`config.mk`:
```
export PLATFORM = sky130hd
export DESIGN_NAME = dct_block_arbiter
export DESIGN_NICKNAME = d
export VERILOG_FILES = /design/src/rtl/dct_pkg.sv /design/src/rtl/dct_tag_fifo.sv /design/src/rtl/dct_block_arbiter.sv
export SDC_FILE = /design/constraint.sdc
export NUM_CORES = 1
export LEC_CHECK = 0
export ABC_AREA = 1
export ABC_CLOCK_PERIOD_IN_PS = 6310
export CAP_MARGIN = 20
export CORE_ASPECT_RATIO = 2
export CORE_MARGIN = 2
export CORE_UTILIZATION = 35
export CTS_CLUSTER_SIZE = 25
export DETAILED_ROUTE_END_ITERATION = 10
export HOLD_SLACK_MARGIN = 0.02
export PLACE_DENSITY = 0.78
export SYNTH_ARGS = -nofsm -noshare
export SYNTH_HDL_FRONTEND = slang
export SYNTH_SLANG_ARGS = --single-unit
```
`constraint.sdc`:
```
create_clock -name clk -period 6.31 [get_ports clk]
set_clock_uncertainty 0.2 [all_clocks]
set_input_delay 1.262 -clock clk [delete_from_list [all_inputs] [get_ports clk]]
set_output_delay 1.262 -clock clk [all_outputs]
set_load 0.1 [all_outputs]
```
`src/rtl/dct_pkg.sv`:
```
// Shared constants, FSM encoding and round-robin helper for the DCT block arbiter.
package dct_pkg;

  localparam int DCT_BLK_BEATS = 64;
  localparam int DCT_LAST_BEAT = 63;
  localparam int BEAT_W        = $clog2(DCT_BLK_BEATS);

  typedef enum logic [0:0] {
    ARB_IDLE  = 1'b0,
    ARB_GRANT = 1'b1
  } arb_state_e;

  // Index that follows idx in a ring of num_ch requesters.
  function automatic int unsigned rr_next(input int unsigned idx, input int unsigned num_ch);
    return (idx + 32'd1 >= num_ch) ? 32'd0 : idx + 32'd1;
  endfunction

endpackage

```
`src/rtl/dct_tag_fifo.sv`:
```
// Synchronous FIFO holding the channel ID of every block in flight inside the DCT core.
module dct_tag_fifo #(
  parameter int WIDTH = 2,
  parameter int DEPTH = 4
) (
  input  logic             clk,
  input  logic             rst,
  input  logic             push,
  input  logic [WIDTH-1:0] din,
  input  logic             pop,
  output logic [WIDTH-1:0] dout,
  output logic             full,
  output logic             empty
);

  // DEPTH is a power of two, so the pointers wrap naturally.
  localparam int PTR_W = $clog2(DEPTH);

  logic [WIDTH-1:0] mem [DEPTH];
  logic [PTR_W-1:0] wr_ptr;
  logic [PTR_W-1:0] rd_ptr;
  logic [PTR_W:0]   count;
  logic             do_push;
  logic             do_pop;

  assign empty   = (count == '0);
  assign full    = (count == (PTR_W+1)'(DEPTH));
  assign do_pop  = pop && !empty;
  assign do_push = push && (!full || do_pop);
  assign dout    = mem[rd_ptr];

  always_ff @(posedge clk) begin
    if (rst) begin
      wr_ptr <= '0;
      rd_ptr <= '0;
      count  <= '0;
    end else begin
      if (do_push) wr_ptr <= wr_ptr + 1'b1;
      if (do_pop)  rd_ptr <= rd_ptr + 1'b1;
      case ({do_push, do_pop})
        2'b10:   count <= count + 1'b1;
        2'b01:   count <= count - 1'b1;
        default: count <= count;
      endcase
    end
  end

  always_ff @(posedge clk) begin
    if (do_push) mem[wr_ptr] <= din;
  end

endmodule

```
`src/rtl/dct_block_arbiter.sv`:
```
// Block-granular round-robin arbiter sharing one 8x8 DCT core between NUM_CH pixel streams.
// Optional DCT_ARB_STATS_EN adds per-channel completed-block counters on blk_cnt.
module dct_block_arbiter
  import dct_pkg::*;
#(
  parameter int NUM_CH       = 3,
  parameter int CH_W         = 2,
  parameter int INPUT_WIDTH  = 8,
  parameter int OUTPUT_WIDTH = 16,
  parameter int TAG_DEPTH    = 4
) (
  input  logic                          clk,
  input  logic                          rst,
  input  logic [NUM_CH-1:0]             s_axis_tvalid,
  output logic [NUM_CH-1:0]             s_axis_tready,
  input  logic [NUM_CH*INPUT_WIDTH-1:0] s_axis_tdata,
  input  logic [NUM_CH-1:0]             s_axis_tlast,
  output logic                          core_s_tvalid,
  input  logic                          core_s_tready,
  output logic [INPUT_WIDTH-1:0]        core_s_tdata,
  output logic                          core_s_tlast,
  input  logic                          core_m_tvalid,
  output logic                          core_m_tready,
  input  logic [OUTPUT_WIDTH-1:0]       core_m_tdata,
  input  logic                          core_m_tlast,
  output logic                          m_axis_tvalid,
  input  logic                          m_axis_tready,
  output logic [OUTPUT_WIDTH-1:0]       m_axis_tdata,
  output logic                          m_axis_tlast,
  output logic [CH_W-1:0]               m_axis_tdest,
  output logic                          framing_err,
  output logic                          busy
`ifdef DCT_ARB_STATS_EN
  ,
  output logic [NUM_CH*16-1:0]          blk_cnt
`endif
);

  // Handshake: a beat moves on a port only in a cycle where valid and ready are both
  // high at the rising edge; valid never depends on ready on the core side of this block.

  arb_state_e        state_q, state_d;
  logic [CH_W-1:0]   gnt_q, gnt_d;
  logic [CH_W-1:0]   rr_ptr_q, rr_ptr_d;
  logic [BEAT_W-1:0] beat_cnt_q, beat_cnt_d;
  logic              framing_err_q, framing_err_d;

  logic              found;
  logic [CH_W-1:0]   pick;
  logic              gnt_valid;
  logic              gnt_last;
  logic              in_hs;
  logic              last_beat;
  logic              tag_push;
  logic              tag_pop;
  logic              tag_full;
  logic              tag_empty;
  logic [CH_W-1:0]   tag_head;

  // Search rr_ptr..NUM_CH-1 first, then wrap to 0..rr_ptr-1.
  always_comb begin
    found = 1'b0;
    pick  = '0;
    for (int i = 0; i < NUM_CH; i++) begin
      if (!found && s_axis_tvalid[i] && (CH_W'(i) >= rr_ptr_q)) begin
        found = 1'b1;
        pick  = CH_W'(i);
      end
    end
    for (int i = 0; i < NUM_CH; i++) begin
      if (!found && s_axis_tvalid[i]) begin
        found = 1'b1;
        pick  = CH_W'(i);
      end
    end
  end

  always_comb begin
    gnt_valid     = 1'b0;
    gnt_last      = 1'b0;
    core_s_tdata  = '0;
    s_axis_tready = '0;
    for (int i = 0; i < NUM_CH; i++) begin
      if (gnt_q == CH_W'(i)) begin
        gnt_valid    = s_axis_tvalid[i];
        gnt_last     = s_axis_tlast[i];
        core_s_tdata = s_axis_tdata[i*INPUT_WIDTH +: INPUT_WIDTH];
      end
    end
    if (state_q == ARB_GRANT) begin
      for (int i = 0; i < NUM_CH; i++) begin
        s_axis_tready[i] = (gnt_q == CH_W'(i)) && core_s_tready;
      end
    end
  end

  assign last_beat     = (beat_cnt_q == BEAT_W'(DCT_LAST_BEAT));
  assign core_s_tvalid = (state_q == ARB_GRANT) && gnt_valid;
  assign core_s_tlast  = (state_q == ARB_GRANT) && last_beat;
  assign in_hs         = core_s_tvalid && core_s_tready;

  always_comb begin
    state_d       = state_q;
    gnt_d         = gnt_q;
    rr_ptr_d      = rr_ptr_q;
    beat_cnt_d    = beat_cnt_q;
    framing_err_d = framing_err_q;
    tag_push      = 1'b0;
    case (state_q)
      ARB_IDLE: begin
        if (found && !tag_full) begin
          gnt_d    = pick;
          tag_push = 1'b1;
          state_d  = ARB_GRANT;
        end
      end
      ARB_GRANT: begin
        if (in_hs) begin
          // The block length is fixed; input tlast is only cross-checked.
          if (gnt_last != last_beat) framing_err_d = 1'b1;
          if (last_beat) begin
            beat_cnt_d = '0;
            rr_ptr_d   = CH_W'(rr_next(32'(gnt_q), NUM_CH));
            state_d    = ARB_IDLE;
          end else begin
            beat_cnt_d = beat_cnt_q + 1'b1;
          end
        end
      end
      default: state_d = ARB_IDLE;
    endcase
    if (core_m_tvalid && tag_empty) framing_err_d = 1'b1;
  end

  always_ff @(posedge clk) begin
    if (rst) begin
      state_q       <= ARB_IDLE;
      gnt_q         <= '0;
      rr_ptr_q      <= '0;
      beat_cnt_q    <= '0;
      framing_err_q <= 1'b0;
    end else begin
      state_q       <= state_d;
      gnt_q         <= gnt_d;
      rr_ptr_q      <= rr_ptr_d;
      beat_cnt_q    <= beat_cnt_d;
      framing_err_q <= framing_err_d;
    end
  end

  dct_tag_fifo #(
    .WIDTH (CH_W),
    .DEPTH (TAG_DEPTH)
  ) u_tag_fifo (
    .clk   (clk),
    .rst   (rst),
    .push  (tag_push),
    .din   (gnt_d),
    .pop   (tag_pop),
    .dout  (tag_head),
    .full  (tag_full),
    .empty (tag_empty)
  );

  // Coefficients without a tag have no owner and are suppressed.
  assign m_axis_tvalid = core_m_tvalid && !tag_empty;
  assign m_axis_tdata  = core_m_tdata;
  assign m_axis_tlast  = core_m_tlast;
  assign m_axis_tdest  = tag_head;
  assign core_m_tready = m_axis_tready;
  assign tag_pop       = core_m_tvalid && m_axis_tready && core_m_tlast && !tag_empty;

  assign framing_err   = framing_err_q;
  assign busy          = (state_q == ARB_GRANT) || !tag_empty;

`ifdef DCT_ARB_STATS_EN
  logic [15:0] blk_cnt_q [NUM_CH];

  always_ff @(posedge clk) begin
    if (rst) begin
      for (int i = 0; i < NUM_CH; i++) blk_cnt_q[i] <= '0;
    end else begin
      for (int i = 0; i < NUM_CH; i++) begin
        if (tag_pop && (tag_head == CH_W'(i))) blk_cnt_q[i] <= blk_cnt_q[i] + 16'd1;
      end
    end
  end

  always_comb begin
    blk_cnt = '0;
    for (int i = 0; i < NUM_CH; i++) blk_cnt[i*16 +: 16] = blk_cnt_q[i];
  end
`endif

endmodule
```
==> results.md <==
- Outcome: finished clean
- Arrival time of data at the critical path endpoint: 3.53 ns
- Wire length of the first global-routing pass: 6440 µm
- Clock latency reported for the late side of the worst-skew pair: 0.28 ns
- Layout fillers: 473
- Distinct cell type count after synthesis: 29
- Final number of max-transition violations: 0
- Unrepaired setup endpoints after global routing: no
- IO Count: 88
- Clock slew seen by the registers of the worst setup and hold paths: 0.06 ns
- Post-CTS resize count: 0
- Highest net fanout along the worst path: 5
- Pwr Total: 0.000688 W
- Post-CTS setup buffer count: 0
- Number of core rows: 36
- Fraction of registers with async set or reset after synthesis: 0%
- Transition time at the pin with the least slew margin: 1.00 ns
- Headroom to the max-slew limit: 33.0%
- DRT Wirelength: 3800 µm
- Routed length per instance: 10.9 µm
- Count of vias placed by the detailed router: 1670
- Number of enable-type register cells in the synthesized netlist: 8
- Core Region: 0.00491 mm²
- Logic gate share of total power: 46.4%
- # nets final: 350
- Setup TNS: 0 ns
- Port Buffers: 55
- Maximum number of pins on one net before global-route repair: 16
- Pre-Repair DR Iteration Count: 4
- Final setup violation count: 0
- Share of layout cells above drive strength 1: 7.88%
- Total routing usage reported by global routing: 14.8%
- Worst-case clock buffer depth: 2
- P_leak: 0.956 nW
- Area taken by multi-input logic gates: 872 µm²
- Initial core utilization: 36.5%
- Switching share of power: 45.8%
- Height of the die: 105 µm
- Total power density per cell area: 291 mW/mm²
- Depth of the CTS H-tree: 2
- Initial DRC Count: 30
- Sequential share of power: 32.6%
- Total Die Area: 0.00575 mm²
- Number of antenna violations at the first check in global routing: 0
- Main synth FF type: dfxtp_1
- Number of clock buffers inserted by TritonCTS: 5
- Worst slack after detailed placement: 1.34 ns
- Max Freq: 0.200 GHz
- Number of cells produced by synthesis: 248
- Internal power of the cells: 0.000373 W
- Number of placed cells counting well taps: 341
- Antenna Nets Post-Route: 0
- Number of synthesis warnings: 0
- Global-route congestion overflow total: 0
- Number of design rule violations left after detail routing: 0
- Final HPWL DP: 3110 µm
- Setup WS post-layout: 1.32 ns
- Share of the yosys chip area belonging to registers: 36.8%
- Post-route non-filler standard cell count: 349
- Category of the worst setup path capture point: output pin
- Area growth, synth to finish: 31.7%
- Fin crit share: 79.1%
- Hold-fix buffers at CTS: 0
- Register cell area after layout: 661 µm²
- Psw: 0.000315 W
- Syn Nets: 307
- Clock tree root buffer cell: clkbuf_8
- Largest area contributor in the netlist: dfxtp_1
- Register bit total from synthesis: 29
- Area of the mapped netlist: 0.00179 mm²
- Die Span X: 54.6 µm
- IR Drop Worst-Case VDD: 0.000247 V
- Mean area per synthesized cell: 7.23 µm²
- Hold Crit Class: reg -> reg
- Clock sink count: 29
- Top cells by area in the synthesized netlist: dfxtp_1, edfxtp_1, nand2_1
- Critical Setup Path Class: in -> out
- Share of Yosys cell area claimed by the top area cell type: 23.4%
- Detailed-route vias per instance: 4.79
- Smallest hold slack: 0.283 ns
- Hold Violations, Final: 0
- Number of violations of the max-capacitance limit: 0
- Global placer's final weighted congestion: 0.771
- Part of the power in the clock network: 21.0%
- Via count of the first global-routing pass: 1611
- Type of origin of the critical path: primary input
- Worst endpoint required time: 4.85 ns
- Minimum clock period: 4.99 ns
- TritonCTS clock tree: built
- Diodes inserted: 0
## synth_stat cells (4+ instances only)
library cell,instances
nand2_1,57
nand3_1,22
buf_4,18
nand2_2,4
dfxtp_1,21
nor3_1,4
nor2_1,26
ha_1,6
o21ai_0,11
a21oi_1,17
edfxtp_1,8
inv_1,29
## critical path: stages
cell and delay, ns:
clkdlybuf4s50_1 0.55, inv_1 0.09, o21ai_0 0.15, nand2_1 0.11, nor2_4 0.19, clkdlybuf4s50_1 1.17
## kinds of logic (layout without fill, tap and decap cells)
logic type / after synthesis / after routing / share of synthesized area [%]
simple gates: 122 / 122 / 30.9
flops: 29 / 29 / 36.8
fa+ha+maj: 7 / 7 / 5.30
buf+inv: 51 / 95 / 14.6
compound gates: 36 / 36 / 10.9
xor+xnor: 3 / 3 / 1.46
## power groups by stage
stage	Combinational, W	Sequential [W]	Clock [W]
after floorplan	0.000277	0.000234	0
after global placement	0.000318	0.000228	0
after detailed placement	0.000320	0.000229	0
after CTS	0.000322	0.000225	0.000147
after global routing	0.000342	0.000227	0.000157
final	0.000319	0.000225	0.000144
## final cells by class
type | count | area share [%]
sequential | 29 | 28.0
tap | 57 | 3.02
timing repair buffer | 55 | 23.3
clock buffer | 5 | 2.91
inverter | 32 | 5.19
multi-input combinational | 168 | 36.9
clock inverter | 3 | 0.741
## flip-flops by register name, indices dropped and copies added (netlist names), named ones only
| signal | count |
|---|---|
| u_tag_fifo.mem | 8 |
| beat_cnt_q | 6 |
| u_tag_fifo.count | 3 |
| gnt_q | 2 |
| rr_ptr_q | 2 |
| u_tag_fifo.rd_ptr | 2 |
| u_tag_fifo.wr_ptr | 2 |
| framing_err | 1 |
| state_q | 1 |
## final timing paths
| check | from | endpoint | slack (ns) | depth (start not counted) |
|---|---|---|---|---|
| max | s_axis_tvalid[1] | core_s_tvalid | 1.32 | 6 |
| min | u_tag_fifo.rd_ptr[1]$_SDFFE_PP0P_ | flop | 0.28 | 1 |
| max reg2reg | rr_ptr_q[1]$_SDFFE_PP0P_ | u_tag_fifo.count[2]$_SDFFE_PP0P_ | 3.71 | 11 |
| min reg2reg | u_tag_fifo.rd_ptr[1]$_SDFFE_PP0P_ | flop | 0.28 | 1 |
## placed cells by master (no fill, tap or decap), types with 5 or more instances in the layout
cell type,count
edfxtp_1,8
clkbuf_8,5
a21oi_1,17
o21ai_0,11
clkdlybuf4s50_1,55
inv_1,29
ha_1,6
nor2_1,26
dfxtp_1,21
nand3_1,22
nand2_1,57
## per-stage QoR
step	instance area [µm²]	utilization (%)
after floorplan	1790	-
after global placement	2280	46.4
after detailed placement	2280	46.4
after CTS	2360	48.1
after global routing	2360	48.1
final	2360	48.1
## metal layers
layer  vias to the layer above  GRT usage, %  wire length (µm)
met5                         -             0                 0
met4                         0          6.96                84
met3                         5          2.55               239
met2                        56          27.6              2100
met1                       739          14.3              1380
li1                        870             -                 -
(Power assumes the default switching activity.)
